--- src/rtl/approx_add_rr_sched_if.sv ---
// Request/response bundle for the shared approximate adder.
// The master modport is the requester/sink side; the slave modport is the scheduler.
interface approx_add_rr_sched_if #(
  parameter int N_REQ = 4,
  parameter int WIDTH = 16
);
  localparam int ID_W = $clog2(N_REQ);

  logic [N_REQ-1:0]       req_valid;
  logic [N_REQ-1:0]       req_ready;
  logic [N_REQ*WIDTH-1:0] req_a;
  logic [N_REQ*WIDTH-1:0] req_b;
  logic [N_REQ-1:0]       req_exact;
  logic                   rsp_valid;
  logic                   rsp_ready;
  logic [WIDTH:0]         rsp_data;
  logic [ID_W-1:0]        rsp_id;
  logic                   rsp_exact;

  modport master (
    output req_valid, req_a, req_b, req_exact, rsp_ready,
    input  req_ready, rsp_valid, rsp_data, rsp_id, rsp_exact
  );

  modport slave (
    input  req_valid, req_a, req_b, req_exact, rsp_ready,
    output req_ready, rsp_valid, rsp_data, rsp_id, rsp_exact
  );
endinterface

--- src/rtl/approx_add_rr_sched.sv ---
// Round-robin scheduler sharing one approximate/exact ripple adder across N_REQ requesters.
// Define APPROX_ERR_STATS_EN to add err_sum/err_cnt error statistics with err_clr.
module approx_add_rr_sched #(
  parameter int N_REQ       = 4,
  parameter int WIDTH       = 16,
  parameter int APPROX_BITS = 11
) (
  input  logic                       clk,
  input  logic                       rst,
  approx_add_rr_sched_if.slave       bus
`ifdef APPROX_ERR_STATS_EN
  ,
  input  logic                       err_clr,
  output logic [31:0]                err_sum,
  output logic [31:0]                err_cnt
`endif
);

  localparam int ID_W = $clog2(N_REQ);
  localparam logic [WIDTH:0] LOW_MASK = {(WIDTH+1){1'b1}} >> (WIDTH + 1 - APPROX_BITS);

  logic [ID_W-1:0]  r_rr_ptr;
  logic             r_valid;
  logic [WIDTH:0]   r_data;
  logic [ID_W-1:0]  r_id;
  logic             r_exact;

  logic             w_free;
  logic             w_found;
  logic             w_push;
  logic [ID_W-1:0]  w_grant_idx;
  logic [ID_W-1:0]  w_next_ptr;
  logic [N_REQ-1:0] w_grant;
  logic [WIDTH-1:0] w_sel_a;
  logic [WIDTH-1:0] w_sel_b;
  logic             w_sel_exact;
  logic [WIDTH-1:0] w_a_hi;
  logic [WIDTH-1:0] w_b_hi;
  logic [WIDTH:0]   w_exact_sum;
  logic [WIDTH:0]   w_approx_sum;
  logic [WIDTH:0]   w_result;

  // Descending scan: the last hit written is the one closest to r_rr_ptr.
  always_comb begin
    int idx;
    // NOTE: every always_comb output gets a default first so no latch is inferred.
    w_found     = 1'b0;
    w_grant_idx = '0;
    idx         = 0;
    for (int k = N_REQ - 1; k >= 0; k--) begin
      idx = int'(r_rr_ptr) + k;
      if (idx >= N_REQ) idx = idx - N_REQ;
      if (bus.req_valid[idx]) begin
        w_found     = 1'b1;
        w_grant_idx = ID_W'(idx);
      end
    end
  end

  assign w_free        = ~r_valid | bus.rsp_ready;
  assign w_push        = w_found & w_free & ~rst;
  assign w_grant       = w_push ? (N_REQ'(1) << w_grant_idx) : '0;
  assign bus.req_ready = w_grant;
  assign w_next_ptr    = (int'(w_grant_idx) == N_REQ - 1) ? '0 : w_grant_idx + 1'b1;

  assign w_sel_a     = bus.req_a[w_grant_idx*WIDTH +: WIDTH];
  assign w_sel_b     = bus.req_b[w_grant_idx*WIDTH +: WIDTH];
  assign w_sel_exact = bus.req_exact[w_grant_idx];

  // Approximate cells drive constant ones; the upper chain starts with carry-in 0.
  assign w_a_hi       = w_sel_a >> APPROX_BITS;
  assign w_b_hi       = w_sel_b >> APPROX_BITS;
  assign w_exact_sum  = {1'b0, w_sel_a} + {1'b0, w_sel_b};
  assign w_approx_sum = (({1'b0, w_a_hi} + {1'b0, w_b_hi}) << APPROX_BITS) | LOW_MASK;
  assign w_result     = w_sel_exact ? w_exact_sum : w_approx_sum;

  // NOTE: sequential state uses non-blocking assignments so all registers update together.
  always_ff @(posedge clk) begin
    if (rst) begin
      r_valid  <= 1'b0;
      r_data   <= '0;
      r_id     <= '0;
      r_exact  <= 1'b0;
      r_rr_ptr <= '0;
    end else if (w_push) begin
      r_valid  <= 1'b1;
      r_data   <= w_result;
      r_id     <= w_grant_idx;
      r_exact  <= w_sel_exact;
      r_rr_ptr <= w_next_ptr;
    end else if (bus.rsp_ready) begin
      r_valid  <= 1'b0;
    end
  end

  assign bus.rsp_valid = r_valid;
  assign bus.rsp_data  = r_data;
  assign bus.rsp_id    = r_id;
  assign bus.rsp_exact = r_exact;

`ifdef APPROX_ERR_STATS_EN
  logic [31:0]    r_err_sum;
  logic [31:0]    r_err_cnt;
  logic [WIDTH:0] w_err;
  logic [32:0]    w_err_sum_next;

  assign w_err = (w_exact_sum > w_approx_sum) ? (w_exact_sum - w_approx_sum)
                                              : (w_approx_sum - w_exact_sum);
  assign w_err_sum_next = {1'b0, r_err_sum} + 33'(w_err);

  always_ff @(posedge clk) begin
    if (rst || err_clr) begin
      r_err_sum <= '0;
      r_err_cnt <= '0;
    end else if (w_push && !w_sel_exact) begin
      r_err_sum <= w_err_sum_next[32] ? 32'hFFFF_FFFF : w_err_sum_next[31:0];
      if (r_err_cnt != 32'hFFFF_FFFF) r_err_cnt <= r_err_cnt + 32'd1;
    end
  end

  assign err_sum = r_err_sum;
  assign err_cnt = r_err_cnt;
`endif

endmodule

--- src/flat_wrapper.sv ---
// flat-port wrapper written by rule: the top's interface ports become plain ports
module approx_add_rr_sched_flat 
#(
  parameter int N_REQ       = 4,
  parameter int WIDTH       = 16,
  parameter int APPROX_BITS = 11
)
  (clk, rst, bus_req_valid, bus_req_a, bus_req_b, bus_req_exact, bus_rsp_ready, bus_req_ready, bus_rsp_valid, bus_rsp_data, bus_rsp_id, bus_rsp_exact);
  approx_add_rr_sched_if #(.N_REQ(N_REQ), .WIDTH(WIDTH)) bus_i ();
  input  logic clk;
  input  logic rst;
  input wire logic [$bits(bus_i.req_valid)-1:0] bus_req_valid;
  input wire logic [$bits(bus_i.req_a)-1:0] bus_req_a;
  input wire logic [$bits(bus_i.req_b)-1:0] bus_req_b;
  input wire logic [$bits(bus_i.req_exact)-1:0] bus_req_exact;
  input wire logic [$bits(bus_i.rsp_ready)-1:0] bus_rsp_ready;
  output wire logic [$bits(bus_i.req_ready)-1:0] bus_req_ready;
  output wire logic [$bits(bus_i.rsp_valid)-1:0] bus_rsp_valid;
  output wire logic [$bits(bus_i.rsp_data)-1:0] bus_rsp_data;
  output wire logic [$bits(bus_i.rsp_id)-1:0] bus_rsp_id;
  output wire logic [$bits(bus_i.rsp_exact)-1:0] bus_rsp_exact;
  assign bus_i.req_valid = bus_req_valid;
  assign bus_i.req_a = bus_req_a;
  assign bus_i.req_b = bus_req_b;
  assign bus_i.req_exact = bus_req_exact;
  assign bus_i.rsp_ready = bus_rsp_ready;
  assign bus_req_ready = bus_i.req_ready;
  assign bus_rsp_valid = bus_i.rsp_valid;
  assign bus_rsp_data = bus_i.rsp_data;
  assign bus_rsp_id = bus_i.rsp_id;
  assign bus_rsp_exact = bus_i.rsp_exact;
  approx_add_rr_sched #(.N_REQ(N_REQ), .WIDTH(WIDTH), .APPROX_BITS(APPROX_BITS)) u_core (.clk(clk), .rst(rst), .bus(bus_i));
endmodule
--- config.mk ---
export PLATFORM = sky130hd
export DESIGN_NAME = approx_add_rr_sched_flat
export DESIGN_NICKNAME = d
export VERILOG_FILES = /design/src/rtl/approx_add_rr_sched_if.sv /design/src/rtl/approx_add_rr_sched.sv /design/src/flat_wrapper.sv
export SDC_FILE = /design/constraint.sdc
export NUM_CORES = 1
export LEC_CHECK = 0
export ABC_AREA = 1
export CAP_MARGIN = 20
export CORE_ASPECT_RATIO = 0.5
export CORE_MARGIN = 2
export CORE_UTILIZATION = 44
export CTS_CLUSTER_DIAMETER = 60
export DETAILED_ROUTE_END_ITERATION = 8
export GPL_TIMING_DRIVEN = 0
export PLACE_DENSITY = 0.93
export SETUP_SLACK_MARGIN = 0.02
export SYNTH_ARGS = -nofsm -noshare
export SYNTH_HDL_FRONTEND = slang
export SYNTH_SLANG_ARGS = --single-unit
--- constraint.sdc ---
create_clock -name clk -period 5.1 [get_ports clk]
set_input_delay 1.02 -clock clk [delete_from_list [all_inputs] [get_ports clk]]
set_output_delay 1.02 -clock clk [all_outputs]
set_load 0.02 [all_outputs]
==> impl_summary.log, run 1 <==
[metrics] Post-Synth Simple-Gate Area: 31.97%
[metrics] final max-slew violation count: 0
[metrics] wire length per cell after detailed routing: 14.74 um
[metrics] H-tree depth: 1
[metrics] router iterations before antenna repair: 6
[metrics] share of synthesized area occupied by flip-flops and latches: 14.86%
[metrics] detailed-route vias per instance: 5.540
[metrics] Clock Pin Slew Worst Setup and Hold Paths: 60 ps
[metrics] area occupied by multi-input gates: 2323 sq um
[metrics] placeable core region: 6753 sq um
[metrics] drt total wl: 11160 um
[metrics] fin crit period: 4612 ps
[metrics] Post-Synth Adder-Cell Area: 9.366%
[metrics] HPWL after detailed placement: 9213 um
[metrics] result of the run: finished clean
[metrics] predominant post-synthesis flop cell: sky130_fd_sc_hd__dfxtp_1
[metrics] setup repair after global routing missed its margin: no
[metrics] Post-layout nets: 827
[metrics] root cell of the clock tree: sky130_fd_sc_hd__clkbuf_16
[metrics] compound-gate portion of the synthesized area: 29.39%
[metrics] Slew @ Worst Pin: 500.8 ps
[metrics] Setup crit end kind: primary output
[metrics] die area: 7772 sq um
[metrics] Final Skew: 5.927 ps
[metrics] Hold/Removal Path Class: reg2reg
[metrics] # clock sinks: 23
[metrics] fraction of registers with async set or reset after synthesis: 0%
[metrics] syn nets: 659
[metrics] buffers added on ports: 163
[metrics] nature of the critical path startpoint: input pin
[metrics] final cycle utilization of the critical path: 90.44%
[metrics] relative slew slack: 66.61%
[metrics] Post-synth EDFFs: 0
[metrics] Antenna diodes: 0
[metrics] Post-CTS Resized: 0
[metrics] final setup slack of the worst path: 487.8 ps
[metrics] commonest cells after routing, fill and taps aside: sky130_fd_sc_hd__clkdlybuf4s50_1, sky130_fd_sc_hd__nand2_1, sky130_fd_sc_hd__nor2_1
[metrics] pre-CTS WS: 433.6 ps
[metrics] first-pass GRT wire length: 18310 um
[metrics] number of buffers inserted for hold repair after clock tree synthesis: 0
[metrics] number of setup violations in the final report: 0
[metrics] vertical extent of the die: 63.35 um
[metrics] Post-Place Cell Area: 4846 sq um
[metrics] Final Wtd Congestion: 0.9620
[metrics] synthesis-stage register bit count: 23
[metrics] number of unique standard cell types used by synthesis: 40
[metrics] Post-Route Hold Slack: 469.6 ps
[metrics] via count of the first global-routing pass: 3910
[metrics] dominant combinational cell family by area after synthesis: simple AND/OR/NAND/NOR gates
[metrics] number of hold violations in the final report: 0
[metrics] starting density of the core: 45.90%
[metrics] sequential cell area: 460.4 sq um
[metrics] mux share of post-synthesis cell area: 0%
[metrics] summed area of non-filler cells in the final layout: 4925 sq um
[metrics] count of synthesis-stage warnings from yosys: 0
[metrics] CTS tree: yes
[metrics] Setup Buffers After CTS: 0
[metrics] leftover overflow at the end of global routing: 0
[metrics] DRC errors left: 0
[metrics] data arrival time of the worst path: 3590 ps
[metrics] area share of xor/xnor cells in the synthesized design: 4.239%
[metrics] maximum capacitance violations: 0
[metrics] Site Rows: 21
[metrics] Via Count: 4194
[metrics] Clock Latency Late Sink: 260 ps
[metrics] top-level port count: 164
[metrics] Critical Path RT: 4080 ps
[metrics] Highest Clock Rate: 216.8 MHz
[metrics] Critical Path Fanout Max: 11
[metrics] Fin Setup TNS: 0 ps
[metrics] Filler Cell Count: 553
[metrics] area grow syn2layout: 58.90%
[metrics] count of nets left with antenna violations after detail routing: 0
[metrics] antenna violations before repair: 0
[metrics] maximum number of pins on one net before global-route repair: 13
[metrics] Detailed Route Iter0 Violations: 398
[metrics] share of layout cells above drive strength 1: 9.173%
[metrics] WS Path Type: in2out
[metrics] overall routing resource usage: 29.17%
[metrics] Clock Path Buffers: 2
[metrics] mean cell area of the mapped netlist: 6.223 sq um
[metrics] synthesized instance count: 498
[metrics] most common cell after layout, fill and taps aside: sky130_fd_sc_hd__clkdlybuf4s50_1
[metrics] number of buffers created by CTS: 3
[metrics] x dimension of the die: 122.7 um
[metrics] post-synthesis instance area: 3099 sq um
final timing paths:
kind,start,to,slack [ps],cells past startpoint
setup / recovery,bus_req_valid[3],bus_req_ready[2],490,15
hold / removal,u_core.bus.rsp_exact$_SDFFE_PP0P_,u_core.bus.rsp_exact$_SDFFE_PP0P_,470,2
setup reg to reg,u_core.r_rr_ptr[0]$_SDFFE_PP0P_,u_core.bus.rsp_data[15]$_SDFFE_PP0P_,1390,23
hold reg to reg,u_core.bus.rsp_exact$_SDFFE_PP0P_,u_core.bus.rsp_exact$_SDFFE_PP0P_,470,2
critical path, stage by stage:
cell	delay [ps]
sky130_fd_sc_hd__clkdlybuf4s50_1	550
sky130_fd_sc_hd__nand2_1	70
sky130_fd_sc_hd__o21ai_1	90
sky130_fd_sc_hd__nand2_1	100
sky130_fd_sc_hd__nand2_1	90
sky130_fd_sc_hd__inv_2	50
sky130_fd_sc_hd__nand2_1	70
sky130_fd_sc_hd__nand2_2	80
sky130_fd_sc_hd__nand2_4	120
sky130_fd_sc_hd__buf_6	150
sky130_fd_sc_hd__buf_2	250
sky130_fd_sc_hd__ha_1	180
sky130_fd_sc_hd__inv_1	40
sky130_fd_sc_hd__nor2_1	100
sky130_fd_sc_hd__clkdlybuf4s50_1	630
sequential cells by signal (all words and copies together) (netlist names):
| register | flops |
|---|---|
| u_core.bus.rsp_exact | 1 |
| u_core.bus.rsp_id | 2 |
| u_core.bus.rsp_valid | 1 |
| u_core.r_rr_ptr | 2 |
| u_core.bus.rsp_data | 17 |
cell type report:
| type | count | share of cell area (%) |
|---|---|---|
| buffer | 26 | 3.684 |
| clock buffer | 4 | 1.601 |
| inverter | 33 | 2.718 |
| multi-input combinational | 416 | 47.18 |
| sequential | 23 | 9.350 |
| tap | 92 | 2.337 |
| timing repair buffer | 163 | 33.13 |
cells in the mapped netlist (all sizes together), types with 3 or more instances:
master,instances,area (sq um)
nor2,82,307.8
ha,20,250.2
o22ai,28,187.7
nand2,96,392.9
xnor2,10,87.58
clkbuf,6,22.52
a21oi,43,245.2
nand3,39,252.7
inv,33,133.9
buf,20,158.9
or2,3,18.77
o21ai,76,384.1
dfxtp,23,460.4
xor2,5,43.79
stage by stage:
step	cells	utilization, %
after floorplan	498	-
after global placement	753	71.76
after detailed placement	753	71.76
after CTS	757	72.93
after global routing	757	72.93
final	757	72.93
cells by family after synthesis:
kind of cell | Yosys count
simple gates | 223
xor+xnor | 15
fa+ha+maj | 22
buf+inv | 59
flops | 23
compound gates | 156
per-layer routing:
metal  share of wire (%)  vias up  GRT usage [%]
li1                    -     2034              -
met1                  44     1909          39.95
met2                  46      225          49.52
met3                 8.5       26          3.623
met4                 2.0        0          5.172
met5                   0        -              0
Power of run 1 is left out: the tool's default activity adds up to more than one toggle a clock period on the data nets, which glitch-free logic cannot reach.
==> run 2: changes to the inputs <==
--- a/config.mk
+++ b/config.mk
@@ -13,8 +13,9 @@
 export CTS_CLUSTER_DIAMETER = 60
 export DETAILED_ROUTE_END_ITERATION = 8
 export GPL_TIMING_DRIVEN = 0
-export PLACE_DENSITY = 0.93
+export PLACE_DENSITY = 0.87
 export SETUP_SLACK_MARGIN = 0.02
 export SYNTH_ARGS = -nofsm -noshare
 export SYNTH_HDL_FRONTEND = slang
 export SYNTH_SLANG_ARGS = --single-unit
+export TNS_END_PERCENT = 30
==> impl_summary.log, run 2 (same netlist as run 1, synthesis figures left out) <==
[metrics] relative slew slack: 70.20% (+3.6 points)
[metrics] HPWL after detailed placement: 9263 um (+0.55%)
[metrics] final max-slew violation count: 0 (unchanged)
[metrics] x dimension of the die: 122.7 um (unchanged)
[metrics] max reg flops: 17 (unchanged)
[metrics] Setup crit end kind: primary output
[metrics] number of hold violations in the final report: 0 (unchanged)
[metrics] Critical Path RT: 4080 ps (about the same)
[metrics] Post-layout nets: 827 (unchanged)
[metrics] Hold/Removal Path Class: reg2reg
[metrics] Post-Layout Cell Count: 757 (unchanged)
[metrics] share of layout cells above drive strength 1: 9.323% (+0.15 points)
[metrics] Via Count: 4079 (-2.7%)
[metrics] fin crit period: 4670 ps (+58.27 ps)
[metrics] WS Path Type: in2out
[metrics] # clock sinks: 23 (unchanged)
[metrics] Antenna diodes: 0 (unchanged)
[metrics] pre-CTS WS: 405.5 ps (-28.06 ps)
[metrics] data arrival time of the worst path: 3650 ps (+60 ps)
[metrics] nature of the critical path startpoint: input pin
[metrics] via count of the first global-routing pass: 3825 (-2.2%)
[metrics] first-pass GRT wire length: 18200 um (-0.60%)
[metrics] Final Skew: 0.9614 ps (-4.966 ps)
[metrics] Detailed Route Iter0 Violations: 266 (-33%)
[metrics] count of nets left with antenna violations after detail routing: 0 (unchanged)
[metrics] Setup Buffers After CTS: 0 (unchanged)
[metrics] wire length per cell after detailed routing: 14.93 um (+1.3%)
[metrics] setup repair after global routing missed its margin: no
[metrics] final setup slack of the worst path: 429.5 ps (-58.27 ps)
[metrics] final cycle utilization of the critical path: 91.58% (+1.1 points)
[metrics] result of the run: finished clean
[metrics] detailed-route vias per instance: 5.388 (-2.7%)
[metrics] Clock Pin Slew Worst Setup and Hold Paths: 60 ps (about the same)
[metrics] die area: 7772 sq um (unchanged)
[metrics] Post-CTS Resized: 0 (unchanged)
[metrics] top-level port count: 164 (unchanged)
[metrics] Clock Latency Late Sink: 250 ps (about the same)
[metrics] DRC errors left: 0 (unchanged)
[metrics] area grow syn2layout: 58.94% (about the same)
[metrics] vertical extent of the die: 63.35 um (unchanged)
[metrics] overall routing resource usage: 28.86% (-0.31 points)
[metrics] drt total wl: 11300 um (+1.3%)
[metrics] number of buffers inserted for hold repair after clock tree synthesis: 0 (unchanged)
[metrics] H-tree depth: 1 (unchanged)
[metrics] Critical Path Fanout Max: 11 (unchanged)
[metrics] buffers added on ports: 163 (unchanged)
[metrics] antenna violations before repair: 0 (unchanged)
[metrics] router iterations before antenna repair: 5 (-1)
[metrics] Highest Clock Rate: 214.1 MHz (-1.2%)
[metrics] starting density of the core: 45.90% (unchanged)
[metrics] Fin Setup TNS: 0 ps (unchanged)
[metrics] Site Rows: 21 (unchanged)
[metrics] final core occ: 72.95% (about the same)
[metrics] maximum capacitance violations: 0 (unchanged)
[metrics] count of placed standard cells including taps: 753 (unchanged)
[metrics] most common cell after layout, fill and taps aside: sky130_fd_sc_hd__clkdlybuf4s50_1
[metrics] CTS tree: yes
[metrics] Slew @ Worst Pin: 447.0 ps (-53.82 ps)
[metrics] maximum number of pins on one net before global-route repair: 14 (+1)
[metrics] placeable core region: 6753 sq um (unchanged)
[metrics] commonest cells after routing, fill and taps aside: sky130_fd_sc_hd__clkdlybuf4s50_1, sky130_fd_sc_hd__nand2_1, sky130_fd_sc_hd__nor2_1
[metrics] Final Wtd Congestion: 0.9335 (-3.0%)
[metrics] number of setup violations in the final report: 0 (unchanged)
[metrics] Clock Path Buffers: 2 (unchanged)
[metrics] root cell of the clock tree: sky130_fd_sc_hd__clkbuf_16
[metrics] number of buffers created by CTS: 3 (unchanged)
[metrics] leftover overflow at the end of global routing: 0 (unchanged)
[run 2: path summary, 6_finish.rpt]
| kind | from | end | slack [ps] | cells past startpoint |
|---|---|---|---|---|
| max reg2reg | u_core.r_rr_ptr[0]$_SDFFE_PP0P_ | u_core.bus.rsp_data[15]$_SDFFE_PP0P_ | 1380 | 23 |
| min | u_core.bus.rsp_exact$_SDFFE_PP0P_ | u_core.bus.rsp_exact$_SDFFE_PP0P_ | 470 | 2 |
| min reg2reg | u_core.bus.rsp_exact$_SDFFE_PP0P_ | u_core.bus.rsp_exact$_SDFFE_PP0P_ | 470 | 2 |
| max | bus_req_valid[3] | bus_req_ready[0] | 430 | 15 |
[run 2: layer usage]
layer  track usage (%)  routed length [um]  vias to the layer above
met4             5.172                 143                        0
met2             46.41                5034                      205
met5                 0                   0                        -
li1                  -                   -                     2030
met3             4.891                1007                       14
met1             40.70                5117                     1830
[run 2: stage by stage]
step                area (sq um)  hold slack (ps)
finish                      4926            465.4
CTS                         4926            466.6
floorplan                   3099            538.9
global route                4926            491.6
detailed placement          4846            457.0
global placement            4846            454.0
[run 2: worst max-delay path, stage by stage]
cell,delay (ps)
sky130_fd_sc_hd__clkdlybuf4s50_1,530
sky130_fd_sc_hd__nand2_1,80
sky130_fd_sc_hd__o21ai_1,110
sky130_fd_sc_hd__nand2_1,120
sky130_fd_sc_hd__nand2_1,100
sky130_fd_sc_hd__inv_2,50
sky130_fd_sc_hd__nand2_1,70
sky130_fd_sc_hd__nand2_2,80
sky130_fd_sc_hd__nand2_4,120
sky130_fd_sc_hd__buf_6,150
sky130_fd_sc_hd__buf_2,250
sky130_fd_sc_hd__ha_1,190
sky130_fd_sc_hd__inv_1,40
sky130_fd_sc_hd__nor2_1,90
sky130_fd_sc_hd__clkdlybuf4s50_1,630
[run 2: cell type report]
type                       instances  area, sq um
tap                               92        115.1
multi-input combinational        416         2323
buffer                            26        181.4
timing repair buffer             163         1632
clock buffer                       3        75.07
clock inverter                     1        5.005
sequential                        23        460.4
inverter                          33        133.9
fill                             610         1827
Power of run 2 is left out for the same reason.
==> run 3: changes to the inputs <==
--- a/config.mk
+++ b/config.mk
@@ -9,11 +9,12 @@
 export CAP_MARGIN = 20
 export CORE_ASPECT_RATIO = 0.5
 export CORE_MARGIN = 2
-export CORE_UTILIZATION = 44
+export CORE_UTILIZATION = 55
 export CTS_CLUSTER_DIAMETER = 60
 export DETAILED_ROUTE_END_ITERATION = 8
+export DONT_BUFFER_PORTS = 1
 export GPL_TIMING_DRIVEN = 0
-export PLACE_DENSITY = 0.87
+export PLACE_DENSITY = 0.69
 export SETUP_SLACK_MARGIN = 0.02
 export SYNTH_ARGS = -nofsm -noshare
 export SYNTH_HDL_FRONTEND = slang
==> impl_summary.log, run 3 (same netlist as run 1, synthesis figures left out) <==
[metrics] vertical extent of the die: 57.08 um (-9.9%)
[metrics] WS Path Type: in2reg
[metrics] Post-layout nets: 664 (-20%)
[metrics] count of nets left with antenna violations after detail routing: 0 (unchanged)
[metrics] buffers added on ports: 0 (-100%)
[metrics] top-level port count: 164 (unchanged)
[metrics] R2R cell count: 26 (+13%)
[metrics] fin crit period: 3903 ps (-767.4 ps)
[metrics] Setup crit end kind: flop
[metrics] overall routing resource usage: 27.56% (-1.3 points)
[metrics] data arrival time of the worst path: 4060 ps (+410 ps)
[metrics] # clock sinks: 23 (unchanged)
[metrics] final max-slew violation count: 0 (unchanged)
[metrics] Setup Buffers After CTS: 0 (unchanged)
[metrics] area grow syn2layout: 5.531%
[metrics] Final Skew: 3.815 ps (+2.854 ps)
[metrics] router iterations before antenna repair: 4 (-1)
[metrics] number of hold violations in the final report: 0 (unchanged)
[metrics] Reg2Reg Launch Point: u_core.r_rr_ptr[0]$_SDFFE_PP0P_
[metrics] Highest Clock Rate: 256.2 MHz (+20%)
[metrics] commonest cells after routing, fill and taps aside: sky130_fd_sc_hd__nand2_1, sky130_fd_sc_hd__nor2_1, sky130_fd_sc_hd__o21ai_0
[metrics] first-pass GRT wire length: 13880 um (-24%)
[metrics] Clock Path Buffers: 2 (unchanged)
[metrics] via count of the first global-routing pass: 2959 (-23%)
[metrics] Clock Pin Slew Worst Setup and Hold Paths: 60 ps (about the same)
[metrics] Hold/Removal Path Class: reg2reg
[metrics] x dimension of the die: 110.2 um (-10%)
[metrics] Via Count: 3312 (-19%)
[metrics] Filler Cell Count: 576 (-5.6%)
[metrics] Clock Latency Late Sink: 260 ps (about the same)
[metrics] CP most frequent cell: sky130_fd_sc_hd__nand2_1
[metrics] Slew @ Worst Pin: 465.7 ps (+18.72 ps)
[metrics] nature of the critical path startpoint: input pin
[metrics] Post-CTS Resized: 0 (unchanged)
[metrics] CP Launch Point: bus_req_valid[2]
[metrics] DRC errors left: 0 (unchanged)
[metrics] maximum number of pins on one net before global-route repair: 14 (unchanged)
[metrics] antenna violations before repair: 0 (unchanged)
[metrics] Antenna diodes: 0 (unchanged)
[metrics] HPWL after detailed placement: 7508 um (-19%)
[metrics] starting density of the core: 56.68% (+11 points)
[metrics] Final Wtd Congestion: 0.9387 (+0.56%)
[metrics] CP max-delay cell: sky130_fd_sc_hd__fa_1
[metrics] wire length per cell after detailed routing: 15.66 um (+4.9%)
[metrics] CTS tree: yes
[metrics] number of setup violations in the final report: 0 (unchanged)
[metrics] result of the run: finished clean
[metrics] root cell of the clock tree: sky130_fd_sc_hd__clkbuf_16
[metrics] Site Rows: 19 (-9.5%)
[metrics] Critical Path RT: 5260 ps (+1180 ps)
[metrics] number of buffers created by CTS: 3 (unchanged)
[metrics] detailed-route vias per instance: 5.760 (+6.9%)
[metrics] most common cell after layout, fill and taps aside: sky130_fd_sc_hd__nand2_1
[metrics] placeable core region: 5468 sq um (-19%)
[metrics] H-tree depth: 1 (unchanged)
[metrics] Fin Setup TNS: 0 ps (unchanged)
[metrics] die area: 6288 sq um (-19%)
[metrics] leftover overflow at the end of global routing: 0 (unchanged)
[metrics] setup repair after global routing missed its margin: no
[metrics] source of the worst hold timing path: u_core.bus.rsp_exact$_SDFFE_PP0P_
[metrics] Critical Path Fanout Max: 10 (-1)
[metrics] drt total wl: 9004 um (-20%)
[metrics] hold path depth: 2 (unchanged)
[metrics] final cycle utilization of the critical path: 76.53% (-15 points)
[metrics] number of buffers inserted for hold repair after clock tree synthesis: 0 (unchanged)
[metrics] maximum capacitance violations: 0 (unchanged)
[metrics] max reg flops: 17 (unchanged)
[metrics] peak per-stage delay on the critical path: 410 ps (-220 ps)
[metrics] share of layout cells above drive strength 1: 12.35% (+3.0 points)
[metrics] relative slew slack: 68.95% (-1.2 points)
[metrics] Detailed Route Iter0 Violations: 225 (-15%)
run 3: worst max-delay path: cells and delay by family:
kind / cells / cell delay [ps]
simple gates: 14 / 1300
compound gates: 4 / 740
fa+ha+maj: 2 / 640
buf+inv: 5 / 360
run 3: per-layer routing:
| layer | GRT usage, % | routed length (um) | share of wire (%) | vias to the layer above |
|---|---|---|---|---|
| met4 | 5.000 | 59 | 0.66 | 0 |
| met5 | 0 | 0 | 0 | - |
| met3 | 6.629 | 819 | 9.1 | 6 |
| met1 | 39.57 | 4259 | 47 | 1466 |
| li1 | - | - | - | 1704 |
| met2 | 42.59 | 3866 | 43 | 136 |
run 3: layout make-up:
type	count	area, sq um	area share [%]
plain buffers	26	181.4	5.547
clock buffers	3	75.07	2.295
clock inverters	1	5.005	0.1530
inverters	33	133.9	4.093
multi-input cells	416	2323	71.04
flip-flops and latches	23	460.4	14.08
well taps	73	91.34	2.793
run 3: final timing paths:
| path | slack [ps] | endpoint |
|---|---|---|
| worst max register to register | 1510 | u_core.bus.rsp_data[14]$_SDFFE_PP0P_ |
| worst max-delay path | 1200 | u_core.bus.rsp_data[14]$_SDFFE_PP0P_ |
| worst min register to register | 560 | u_core.bus.rsp_exact$_SDFFE_PP0P_ |
| worst min-delay path | 560 | u_core.bus.rsp_exact$_SDFFE_PP0P_ |
run 3: metrics by stage:
| stage | instance area [sq um] | cells | hold slack [ps] | utilization, % | setup WS [ps] |
|---|---|---|---|---|---|
| global route | 3271 | 575 | 592.8 | 59.82 | 881.5 |
| CTS | 3271 | 575 | 560.1 | 59.82 | 1263 |
| finish | 3271 | 575 | 557.0 | 59.82 | 1197 |
| detailed placement | 3191 | 571 | 550.8 | 58.35 | 1002 |
| global placement | 3191 | 571 | 547.9 | 58.35 | 1015 |
| floorplan | 3099 | 498 | 538.9 | - | 1393 |
Power of run 3 is left out for the same reason.
